<file path="src/rtl/mc_pkg.sv">
// Shared encodings for the multi-cycle controller: FSM states, opcodes,
// ALU operations, mux selects, trap causes and the per-state control word.
package mc_pkg;

  typedef enum logic [3:0] {
    S_FETCH,
    S_DECODE,
    S_EXEC_R,
    S_EXEC_I,
    S_MEM_ADDR,
    S_MEM_RD,
    S_MEM_WB,
    S_MEM_WR,
    S_WB_ALU,
    S_BRANCH,
    S_JUMP,
    S_HALT,
    S_TRAP
  } state_t;

  localparam logic [3:0] OP_RTYPE = 4'd0;
  localparam logic [3:0] OP_ADDI  = 4'd1;
  localparam logic [3:0] OP_LW    = 4'd2;
  localparam logic [3:0] OP_SW    = 4'd3;
  localparam logic [3:0] OP_BEQ   = 4'd4;
  localparam logic [3:0] OP_BNE   = 4'd5;
  localparam logic [3:0] OP_JUMP  = 4'd6;
  localparam logic [3:0] OP_HALT  = 4'd15;

  localparam logic [2:0] ALU_ADD = 3'd0;
  localparam logic [2:0] ALU_SUB = 3'd1;

  localparam logic [2:0] SRCB_REG  = 3'd0;
  localparam logic [2:0] SRCB_ONE  = 3'd1;
  localparam logic [2:0] SRCB_IMM  = 3'd2;
  localparam logic [2:0] SRCB_JOFF = 3'd3;

  localparam logic [1:0] PCSRC_ALU    = 2'd0;
  localparam logic [1:0] PCSRC_ALUOUT = 2'd1;
  localparam logic [1:0] PCSRC_JUMP   = 2'd2;

  localparam logic [1:0] TC_NONE    = 2'd0;
  localparam logic [1:0] TC_ILLEGAL = 2'd1;
  localparam logic [1:0] TC_TIMEOUT = 2'd2;

  typedef struct packed {
    logic [1:0] pc_src;
    logic       alu_src_a;
    logic [2:0] alu_src_b;
    logic       reg_write;
    logic       reg_write_dst;
    logic       mem_to_reg;
    logic       pc_write;
    logic       pc_beq_cond;
    logic       pc_bne_cond;
    logic       mem_read;
    logic       mem_write;
    logic       ir_write;
  } ctrl_t;

endpackage

</file>
<file path="src/rtl/mem_watchdog.sv">
// Counts consecutive cycles a memory access has been waiting; expired flags
// that the wait has reached the configured limit.
module mem_watchdog
  import mc_pkg::*;
#(
  parameter int TMO_W   = 4,
  parameter int MEM_TMO = 12
) (
  input  logic clk,
  input  logic rst,
  input  logic clr,
  input  logic waiting,
  output logic expired
);

  logic [TMO_W-1:0] cnt;

  always_ff @(posedge clk) begin
    if (rst || clr) begin
      cnt <= '0;
    end else if (waiting) begin
      cnt <= cnt + 1'b1;
    end
  end

  assign expired = (cnt == TMO_W'(MEM_TMO));

endmodule

</file>
<file path="src/rtl/mc_controller_fsm.sv">
// Multi-cycle CPU control unit: Moore sequencer with memory-wait watchdog,
// trap reporting and a retired-instruction counter.
//
// state    | meaning
// FETCH    | read instruction, PC+1, wait for mem_ready
// DECODE   | branch target add, dispatch on opcode
// EXEC_R   | register-register ALU op from funcfield
// EXEC_I   | register + immediate add
// MEM_ADDR | effective address add
// MEM_RD   | load access, wait for mem_ready
// MEM_WB   | load data to register file
// MEM_WR   | store access, wait for mem_ready
// WB_ALU   | ALU result to register file
// BRANCH   | compare by subtract, conditional PC update
// JUMP     | unconditional PC update
// HALT     | absorbing, halted=1
// TRAP     | absorbing, trap=1 with trap_cause
module mc_controller_fsm
  import mc_pkg::*;
#(
  parameter int OPCODE_W = 4,
  parameter int FUNC_W   = 4,
  parameter int ALUOP_W  = 3,
  parameter int TMO_W    = 4,
  parameter int MEM_TMO  = 12,
  parameter int CNT_W    = 16
) (
  input  logic                clk,
  input  logic                rst,
  input  logic [OPCODE_W-1:0] opcode,
  input  logic [FUNC_W-1:0]   funcfield,
  input  logic                zero,
  input  logic                mem_ready,
  output logic [1:0]          pc_src,
  output logic [ALUOP_W-1:0]  alu_op,
  output logic                alu_src_a,
  output logic [2:0]          alu_src_b,
  output logic                reg_write,
  output logic                reg_write_dst,
  output logic                mem_to_reg,
  output logic                pc_write,
  output logic                pc_beq_cond,
  output logic                pc_bne_cond,
  output logic                mem_read,
  output logic                mem_write,
  output logic                ir_write,
  output logic                halted,
  output logic                trap,
  output logic [1:0]          trap_cause,
  output logic [CNT_W-1:0]    retired
);

  state_t             state, state_nxt;
  ctrl_t              ctrl;
  logic [ALUOP_W-1:0] alu_op_c;
  logic [3:0]         op_in, op_q;
  logic [1:0]         cause_set;
  logic               in_wait, retire, expired;
  logic               unused_in;

  assign op_in     = 4'(opcode);
  // zero only feeds the datapath PC-enable logic; upper func bits are not ALU ops
  assign unused_in = ^{zero, funcfield};

  mem_watchdog #(.TMO_W(TMO_W), .MEM_TMO(MEM_TMO)) u_wdog (
    .clk     (clk),
    .rst     (rst),
    .clr     (!(in_wait && !mem_ready)),
    .waiting (in_wait && !mem_ready),
    .expired (expired)
  );

  always_ff @(posedge clk) begin
    if (rst) state <= S_FETCH;
    else     state <= state_nxt;
  end

  always_comb begin
    ctrl      = '0;
    alu_op_c  = ALUOP_W'(ALU_ADD);
    state_nxt = state;
    in_wait   = 1'b0;
    retire    = 1'b0;
    cause_set = TC_NONE;
    case (state)
      S_FETCH: begin
        in_wait        = 1'b1;
        ctrl.mem_read  = 1'b1;
        ctrl.ir_write  = mem_ready;
        ctrl.pc_write  = mem_ready;
        ctrl.alu_src_b = SRCB_ONE;
        ctrl.pc_src    = PCSRC_ALU;
        if (mem_ready) begin
          state_nxt = S_DECODE;
        end else if (expired) begin
          state_nxt = S_TRAP;
          cause_set = TC_TIMEOUT;
        end
      end
      S_DECODE: begin
        ctrl.alu_src_b = SRCB_IMM;
        case (op_in)
          OP_RTYPE:      state_nxt = S_EXEC_R;
          OP_ADDI:       state_nxt = S_EXEC_I;
          OP_LW, OP_SW:  state_nxt = S_MEM_ADDR;
          OP_BEQ, OP_BNE: state_nxt = S_BRANCH;
          OP_JUMP:       state_nxt = S_JUMP;
          OP_HALT:       state_nxt = S_HALT;
          default: begin
            state_nxt = S_TRAP;
            cause_set = TC_ILLEGAL;
          end
        endcase
      end
      S_EXEC_R: begin
        alu_op_c       = funcfield[ALUOP_W-1:0];
        ctrl.alu_src_a = 1'b1;
        ctrl.alu_src_b = SRCB_REG;
        state_nxt      = S_WB_ALU;
      end
      S_EXEC_I: begin
        ctrl.alu_src_a = 1'b1;
        ctrl.alu_src_b = SRCB_IMM;
        state_nxt      = S_WB_ALU;
      end
      S_WB_ALU: begin
        ctrl.reg_write     = 1'b1;
        ctrl.reg_write_dst = (op_q == OP_RTYPE);
        retire             = 1'b1;
        state_nxt          = S_FETCH;
      end
      S_MEM_ADDR: begin
        ctrl.alu_src_a = 1'b1;
        ctrl.alu_src_b = SRCB_IMM;
        state_nxt      = (op_q == OP_LW) ? S_MEM_RD : S_MEM_WR;
      end
      S_MEM_RD, S_MEM_WR: begin
        in_wait        = 1'b1;
        ctrl.mem_read  = (state == S_MEM_RD);
        ctrl.mem_write = (state == S_MEM_WR);
        if (mem_ready) begin
          state_nxt = (state == S_MEM_RD) ? S_MEM_WB : S_FETCH;
          retire    = (state == S_MEM_WR);
        end else if (expired) begin
          state_nxt = S_TRAP;
          cause_set = TC_TIMEOUT;
        end
      end
      S_MEM_WB: begin
        ctrl.reg_write  = 1'b1;
        ctrl.mem_to_reg = 1'b1;
        retire          = 1'b1;
        state_nxt       = S_FETCH;
      end
      S_BRANCH: begin
        alu_op_c         = ALUOP_W'(ALU_SUB);
        ctrl.alu_src_a   = 1'b1;
        ctrl.alu_src_b   = SRCB_REG;
        ctrl.pc_src      = PCSRC_ALUOUT;
        ctrl.pc_beq_cond = (op_q == OP_BEQ);
        ctrl.pc_bne_cond = (op_q == OP_BNE);
        retire           = 1'b1;
        state_nxt        = S_FETCH;
      end
      S_JUMP: begin
        ctrl.pc_write = 1'b1;
        ctrl.pc_src   = PCSRC_JUMP;
        retire        = 1'b1;
        state_nxt     = S_FETCH;
      end
      S_HALT, S_TRAP: begin
        alu_op_c = '0;
      end
      default: state_nxt = S_FETCH;
    endcase
  end

  // Opcode is captured at dispatch so later phases do not depend on IR timing
  always_ff @(posedge clk) begin
    if (rst) begin
      op_q       <= '0;
      trap_cause <= TC_NONE;
      retired    <= '0;
    end else begin
      if (state == S_DECODE)    op_q       <= op_in;
      if (cause_set != TC_NONE) trap_cause <= cause_set;
      if (retire)               retired    <= retired + 1'b1;
    end
  end

  assign pc_src        = ctrl.pc_src;
  assign alu_op        = alu_op_c;
  assign alu_src_a     = ctrl.alu_src_a;
  assign alu_src_b     = ctrl.alu_src_b;
  assign reg_write     = ctrl.reg_write;
  assign reg_write_dst = ctrl.reg_write_dst;
  assign mem_to_reg    = ctrl.mem_to_reg;
  assign pc_write      = ctrl.pc_write;
  assign pc_beq_cond   = ctrl.pc_beq_cond;
  assign pc_bne_cond   = ctrl.pc_bne_cond;
  assign mem_read      = ctrl.mem_read;
  assign mem_write     = ctrl.mem_write;
  assign ir_write      = ctrl.ir_write;
  assign halted        = (state == S_HALT);
  assign trap          = (state == S_TRAP);

endmodule
</file>
<file path="config.mk">
export PLATFORM = sky130hd
export DESIGN_NAME = mc_controller_fsm
export DESIGN_NICKNAME = d
export VERILOG_FILES = /design/src/rtl/mc_pkg.sv /design/src/rtl/mem_watchdog.sv /design/src/rtl/mc_controller_fsm.sv
export SDC_FILE = /design/constraint.sdc
export NUM_CORES = 1
export LEC_CHECK = 0
export CAP_MARGIN = 5
export CORE_MARGIN = 1.5
export CORE_UTILIZATION = 51
export CTS_CLUSTER_DIAMETER = 30
export CTS_CLUSTER_SIZE = 10
export DETAILED_ROUTE_END_ITERATION = 6
export PLACE_DENSITY_LB_ADDON = 0.05
export SLEW_MARGIN = 20
export SYNTH_ARGS = -nofsm -noshare
export SYNTH_HDL_FRONTEND = slang
export SYNTH_SLANG_ARGS = --single-unit
</file>
<file path="constraint.sdc">
create_clock -name clk -period 5.2 [get_ports clk]
set_clock_uncertainty 0.1 [all_clocks]
set_input_delay 1.04 -clock clk [delete_from_list [all_inputs] [get_ports clk]]
set_output_delay 1.04 -clock clk [all_outputs]
set_load 0.01 [all_outputs]
</file>
==> summary.md, run 1 <==
| Metric | Value |
|---|---|
| Status | `finished clean` |
| Fillcell total | `300` |
| DR top layer | `met4` |
| Mux cell area share after synthesis | `4.079%` |
| Worst rel slew slack | `54.95%` |
| FF-to-FF End | `retired[13]` |
| Post-Syn Area | `0.001779 sq mm` |
| Synth top area cells | `dfxtp_1, nor2_1, a21oi_1, o31ai_1, or4_1` |
| Worst hold start | `u_wdog.cnt[0]` |
| Ys flop type | `dfxtp_1` |
| Clock Sinks | `30` |
| Final setup TNS | `0 ps` |
| DRC viols | `0` |
| GRT overflow | `0` |
| FFs w/ async S/R, synth | `0%` |
| Largest family of logic cells by synthesized area | `simple AND/OR/NAND/NOR gates` |
| Vias in the first global route | `1336` |
| I/O pins | `50` |
| Sequential cell area | `600.6 sq um` |
| Drt pass-1 iters | `4` |
| Largest net degree at the start of global routing | `31` |
| Hold depth | `1` |
| Wire length on met2 | `1801 um` |
| Number of max-cap violations | `0` |
| Worst Setup End Kind | `output pin` |
| DRT iter0 DRCs | `95` |
| Global-route usage over all layers | `22.27%` |
| Non-filler instance count after layout | `312` |
| Max Clk Rate | `269.6 MHz` |
| H-tree Lvls | `2` |
| Area leader, netlist | `dfxtp_1` |
| Hold Path Class | `register to register` |
| #FFs+latches synth | `30` |
| Vias | `1757` |
| Synth Area in XOR/XNOR | `2.954%` |
| Setup violators final | `0` |
| Synth top area share | `33.76%` |
| Mean Syn Cell Area | `7.736 sq um` |
| Synth Area in Simple Gates | `30.66%` |
| Total wire length | `3996 um` |
| Antenna violations before repair | `0` |
| Root Buffer | `clkbuf_4` |
| Post-Synth Adder-Cell Area | `2.110%` |
| Total setup buffers inserted after CTS | `0` |
| Crit-path max FO | `7` |
| Distinct cells, synth | `47` |
| Peak supply drop | `174.0 uV` |
| Die Ht | `62.07 um` |
| Max Buffers Root-to-Sink | `2` |
| Pre-CTS setup slack | `1505 ps` |
| Post-synth EDFFs | `0` |
| Final Wtd Congestion | `0.8395` |
| Post-synthesis compound-gate area fraction | `19.41%` |
| Max-slew violation count | `0` |
| Metal-1 WL | `1993 um` |
| Worst-Margin Slew | `674.8 ps` |
| Hold EP | `u_wdog.cnt[0]` |
| Leak | `0.7788 nW` |
| Slack of the worst reg-to-reg path | `2920 ps` |
| Ratio of cells with drive above 1 in the final layout | `4.511%` |
| Dpl hpwl | `2773 um` |
| Metal3 WL | `181 um` |
| Final Hold Vio Count | `0` |
| YS warnings | `0` |
| Worst EP arrival | `2570 ps` |
| CTS Hold Buffers Added | `0` |
| Worst skew pair latency | `320 ps` |
| Area of the multi-input gates | `0.001057 sq mm` |
| First-pass GRT wire length | `6341 um` |
| Tot Pwr | `0.0005923 W` |
| # resized after CTS | `0` |
| Final period util | `71.34%` |
| Total instance count after detailed placement | `305` |
| Unrepaired setup endpoints after global routing | `no` |
| Worst r2r path cells | `4` |
| Mapped Cells | `230` |
| DR vias/cell | `5.631` |
| Worst Path Required | `4060 ps` |
| Min Hold Slack | `367.5 ps` |
| Antenna Violating Nets Remaining | `0` |
| Die area | `0.003852 sq mm` |
| Setup ws final | `1490 ps` |
| CTS tree | `yes` |
| R2R Path Start | `state[2]` |
| Cell row count | `21` |
| Antenna Cells | `0` |
| PwrDens | `261.4 mW/mm^2` |
| Register area share after synthesis | `33.76%` |
| Post-Synthesis Net Count | `245` |
| Initial core utilization | `53.32%` |
| Buffers on Ports | `46` |
| Total CTS buffers | `5` |
| Worst-path clk slew | `80 ps` |
| Setup CP Type | `input port to output pin` |
| Nets | `281` |
| Die X | `62.07 um` |
| Final min period | `3710 ps` |
| Area Growth Syn to Fin | `27.36%` |
| Core Box Area | `0.003337 sq mm` |
| DR WL/cell | `12.81 um` |
| Startpoint Class | `input port` |
flip-flops by register name, summed over array words and instances (netlist names):
name	flops
state	4
u_wdog.cnt	4
trap_cause	2
op_q	4
retired	16
cell usage after synthesis (2+ instances only):
library cell  count
nor3_1            8
inv_1            10
and2_1            2
o21ai_0           7
or4_1             9
xnor2_1           2
and4_1            2
o2111ai_1         2
dfxtp_1          30
nor2b_1           3
o31ai_1          10
buf_4             2
and3_1            4
nand4_1           5
nand3_1          10
nand2_1           9
nor4_1            4
xor2_1            4
clkbuf_1         13
o22ai_1           2
nand2b_1          5
mux2i_1           5
a31oi_1           4
or3_1             4
ha_1              3
a21oi_1          17
nand3b_1          2
nor2_1           33
routing by layer:
layer	global-route usage [%]	up-vias
met5	0	-
met4	7.295	0
met3	6.625	2
met2	31.55	40
met1	32.12	806
li1	-	909
cell families after synthesis:
| kind of cell | after synthesis |
|---|---|
| XOR/XNOR | 6 |
| flip-flops | 30 |
| AND/OR/NAND/NOR | 104 |
| other | 1 |
| multiplexers | 7 |
| adder cells (fa/ha/maj) | 3 |
| buffers and inverters | 28 |
| AO/OA/AOI/OAI | 51 |
how the worst max path moves through the flow:
stage | startpoint | end | slack (ps)
after floorplan | mem_ready | pc_write | 2560
after global placement | mem_ready | pc_write | 1500
after detailed placement | mem_ready | pc_write | 1510
after CTS | mem_ready | pc_write | 1500
after global routing | mem_ready | pc_write | 1450
final | mem_ready | pc_write | 1490
area by class of cell:
class | instances | area share (%)
Tap cell | 46 | 2.540
Multi-Input combinational cell | 172 | 46.66
Clock buffer | 7 | 1.988
Sequential cell | 30 | 26.50
Timing Repair Buffer | 47 | 20.65
Inverter | 10 | 1.657
layout by cell type (no fill, tap or decap), types with 2 or more instances in the layout:
| cell | synthesis | routed |
|---|---|---|
| o21ai_0 | 7 | 7 |
| nand4_1 | 5 | 5 |
| nor4_1 | 4 | 4 |
| o31ai_1 | 10 | 10 |
| o2111ai_1 | 2 | 2 |
| nand2b_1 | 5 | 5 |
| clkbuf_4 | 0 | 5 |
| o22ai_1 | 2 | 2 |
| clkdlybuf4s50_1 | 0 | 46 |
| inv_1 | 10 | 10 |
| a21oi_1 | 17 | 17 |
| nor3_1 | 8 | 8 |
| ha_1 | 3 | 3 |
| xnor2_1 | 2 | 2 |
| a31oi_1 | 4 | 4 |
| clkbuf_1 | 13 | 2 |
| nand2_1 | 9 | 9 |
| dfxtp_1 | 30 | 30 |
| mux2i_1 | 5 | 5 |
| xor2_1 | 4 | 4 |
| and4_1 | 2 | 2 |
| nand3b_1 | 2 | 2 |
| and3_1 | 4 | 4 |
| or4_1 | 9 | 9 |
| nor2b_1 | 3 | 3 |
| nand3_1 | 10 | 10 |
| or3_1 | 4 | 4 |
| and2_1 | 2 | 2 |
| nor2_1 | 33 | 33 |
metrics by stage:
| step | area [sq um] | utilization (%) |
|---|---|---|
| final | 2266 | 67.90 |
| after CTS | 2266 | 67.90 |
| after detailed placement | 2221 | 66.55 |
| after global placement | 2221 | 66.55 |
| after global routing | 2266 | 67.90 |
| after floorplan | 1779 | - |
critical path: stages:
cell	delay, ps
clkdlybuf4s50_1	570
and2_1	220
or2_2	260
clkdlybuf4s50_1	480
power breakdown:
group | leakage [nW] | switching, W | internal (W)
registers | 0.243 | 0.0000343 | 0.000244
clock network | 0.0254 | 0.0000732 | 0.0000509
logic | 0.511 | 0.0000922 | 0.0000977
total | 0.779 | 0.000200 | 0.000393
Power figures use the tool's default switching activity.
==> run 2: changes to the inputs <==
Settings changed: CORE_UTILIZATION 51 to 43.
Clock period 5.2 ns to 3.1 ns, I/O delays scaled along.
==> run 2 against run 1 <==
Cell count grew 2.9%. Power increased by 92%. Register-to-register slack lost 2100 ps. Die area grew 18%. Sequential share of layout area down 0.92 points. Critical endpoint is now alu_src_a. Combinational power grew 84%. Highest routed layer unchanged. Hold slack got worse by 3.9 ps. Non-clock buffer count increased by 4.
==> summary.md, run 2 (synthesis results as in run 1) <==
| Metric | Value |
|---|---|
| Worst EP arrival | `2100 ps (-470 ps)` |
| Drt pass-1 iters | `4 (unchanged)` |
| # resized after CTS | `0 (unchanged)` |
| Root Buffer | `clkbuf_8` |
| GRT overflow | `0 (unchanged)` |
| Fillcell total | `396 (+32%)` |
| Reg power frac | `39.9% (-7.1 points)` |
| Total CTS buffers | `5 (unchanged)` |
| Final period util | `90.96%` |
| Hold Path Class | `register to register` |
| Worst rel slew slack | `59.87% (+4.9 points)` |
| Antenna Violating Nets Remaining | `0 (unchanged)` |
| Vias | `1780 (+1.3%)` |
| Area Growth Syn to Fin | `31.93%` |
| Status | `finished clean` |
| Die X | `67.33 um (+8.5%)` |
| CTS tree | `yes` |
| Final Wtd Congestion | `0.7899 (-5.9%)` |
| Setup violators final | `0 (unchanged)` |
| NetSw | `0.0003767 W (+89%)` |
| Antenna violations before repair | `0 (unchanged)` |
| Worst-path clk slew | `70 ps (about the same)` |
| Global-route usage over all layers | `20.42% (-1.9 points)` |
| Die Ht | `67.33 um (+8.5%)` |
| Buffers on Ports | `46 (unchanged)` |
| CTS Hold Buffers Added | `0 (unchanged)` |
| Area of the multi-input gates | `0.001057 sq mm (unchanged)` |
| Total wire length | `4320 um (+8.1%)` |
| Unrepaired setup endpoints after global routing | `no` |
| Cell row count | `23 (+9.5%)` |
| Total setup buffers inserted after CTS | `0 (unchanged)` |
| Number of max-cap violations | `0 (unchanged)` |
| Sequential cell area | `600.6 sq um (unchanged)` |
| DRT iter0 DRCs | `130 (+37%)` |
| Max-slew violation count | `0 (unchanged)` |
| Nets | `285 (+1.4%)` |
| Final min period | `2820 ps` |
| Ratio of cells with drive above 1 in the final layout | `6.642% (+2.1 points)` |
| DRC viols | `0 (unchanged)` |
| Top reg by flops | `retired` |
| Die area | `0.004533 sq mm (+18%)` |
| Worst skew pair latency | `280 ps (-40 ps)` |
| Most frequent cells in the layout | `clkdlybuf4s50_1, nor2_1, dfxtp_1` |
| Final Hold Vio Count | `0 (unchanged)` |
| Initial core utilization | `44.48% (-8.8 points)` |
| Clock Sinks | `30 (unchanged)` |
| I/O pins | `50 (unchanged)` |
| H-tree Lvls | `2 (unchanged)` |
| Leak | `0.8224 nW (+5.6%)` |
| Worst Setup End Kind | `output pin` |
| Vias in the first global route | `1542 (+15%)` |
| Max Clk Rate | `354.7 MHz` |
| Core Box Area | `0.004000 sq mm (+20%)` |
| Largest net degree at the start of global routing | `30 (-3.2%)` |
| DR vias/cell | `5.545 (-1.5%)` |
| Comb power frac | `30.6% (-1.5 points)` |
| Antenna Cells | `0 (unchanged)` |
| Worst Path Required | `2380 ps (-1680 ps)` |
| Dpl hpwl | `2961 um (+6.8%)` |
| DR WL/cell | `13.46 um (+5.1%)` |
| PwrDens | `485.4 mW/mm^2 (+86%)` |
| Startpoint Class | `register` |
| Final setup TNS | `0 ps (unchanged)` |
| Peak supply drop | `289.2 uV (+66%)` |
| Crit-path max FO | `17 (+10)` |
| Worst-Margin Slew | `601.1 ps (-73.70 ps)` |
| Setup CP Type | `register to output pin` |
| P_int | `0.0007625 W (+94%)` |
| Clk network pwr share | `29.5% (+8.5 points)` |
| Max Buffers Root-to-Sink | `2 (unchanged)` |
| Sw Share | `33.07% (-0.64 points)` |
| First-pass GRT wire length | `6955 um (+9.7%)` |
| Max reg flops | `16 (unchanged)` |
| Most common cell after layout, fill and taps aside | `clkdlybuf4s50_1` |
| Finished Core Util | `58.68% (-9.2 points)` |
## run 2: changes by cell type in the layout (fill, tap and decap cells not counted), sizes merged
cell	delta
buf	+4
clkinv	+1
## run 2: path summary, 6_finish.rpt
check	startpoint	endpoint	slack [ps]	cells after the start
worst max register to register	state[2]	retired[13]	820	4
worst max-delay path	state[2]	alu_src_a	280	5
worst min register to register	u_wdog.cnt[0]	u_wdog.cnt[0]	360	1
worst min-delay path	u_wdog.cnt[0]	u_wdog.cnt[0]	360	1
## run 2: metal layers
| metal | GRT usage (%) | vias up | wire length (um) |
|---|---|---|---|
| li1 | - | 916 | - |
| met2 | 32.92 | 39 | 1954 |
| met5 | 0 | - | 0 |
| met4 | 9.184 | 0 | 80 |
| met3 | 4.500 | 8 | 174 |
| met1 | 26.05 | 817 | 2111 |
## run 2: through the flow
step | area, sq um | total power [W] | std cells | setup slack (ps) | hold WS, ps
after floorplan | 1779 | 0.0006708 | 230 | 941.9 | 329.7
after global placement | 2256 | 0.0008123 | 313 | 444.9 | 345.9
after detailed placement | 2256 | 0.0008094 | 313 | 441.7 | 353.0
after CTS | 2347 | 0.001150 | 321 | 295.1 | 369.1
after global routing | 2347 | 0.001202 | 321 | 74.43 | 381.5
final | 2347 | 0.001139 | 321 | 280.3 | 363.6
## run 2: power groups by stage
stage                     combinational, W  sequential [W]  clock (W)
after floorplan                   0.000235        0.000436          0
after global placement            0.000350        0.000462          0
after detailed placement          0.000348        0.000461          0
after CTS                         0.000352        0.000453   0.000345
after global routing              0.000388        0.000460   0.000354
final                             0.000349        0.000454   0.000336
## run 2: cell type report
type | count | area share, %
Clock inverter | 1 | 0.2132
Multi-Input combinational cell | 172 | 45.04
Clock buffer | 7 | 3.678
Inverter | 10 | 1.599
Tap cell | 50 | 2.665
Sequential cell | 30 | 25.59
Timing Repair Buffer | 51 | 21.22
## run 2: critical path: stages, from the launching register on
cell	delay [ps]
dfxtp_1	700
nand2b_1	190
nor2_1	180
nor2_1	60
o22ai_1	130
clkdlybuf4s50_1	560
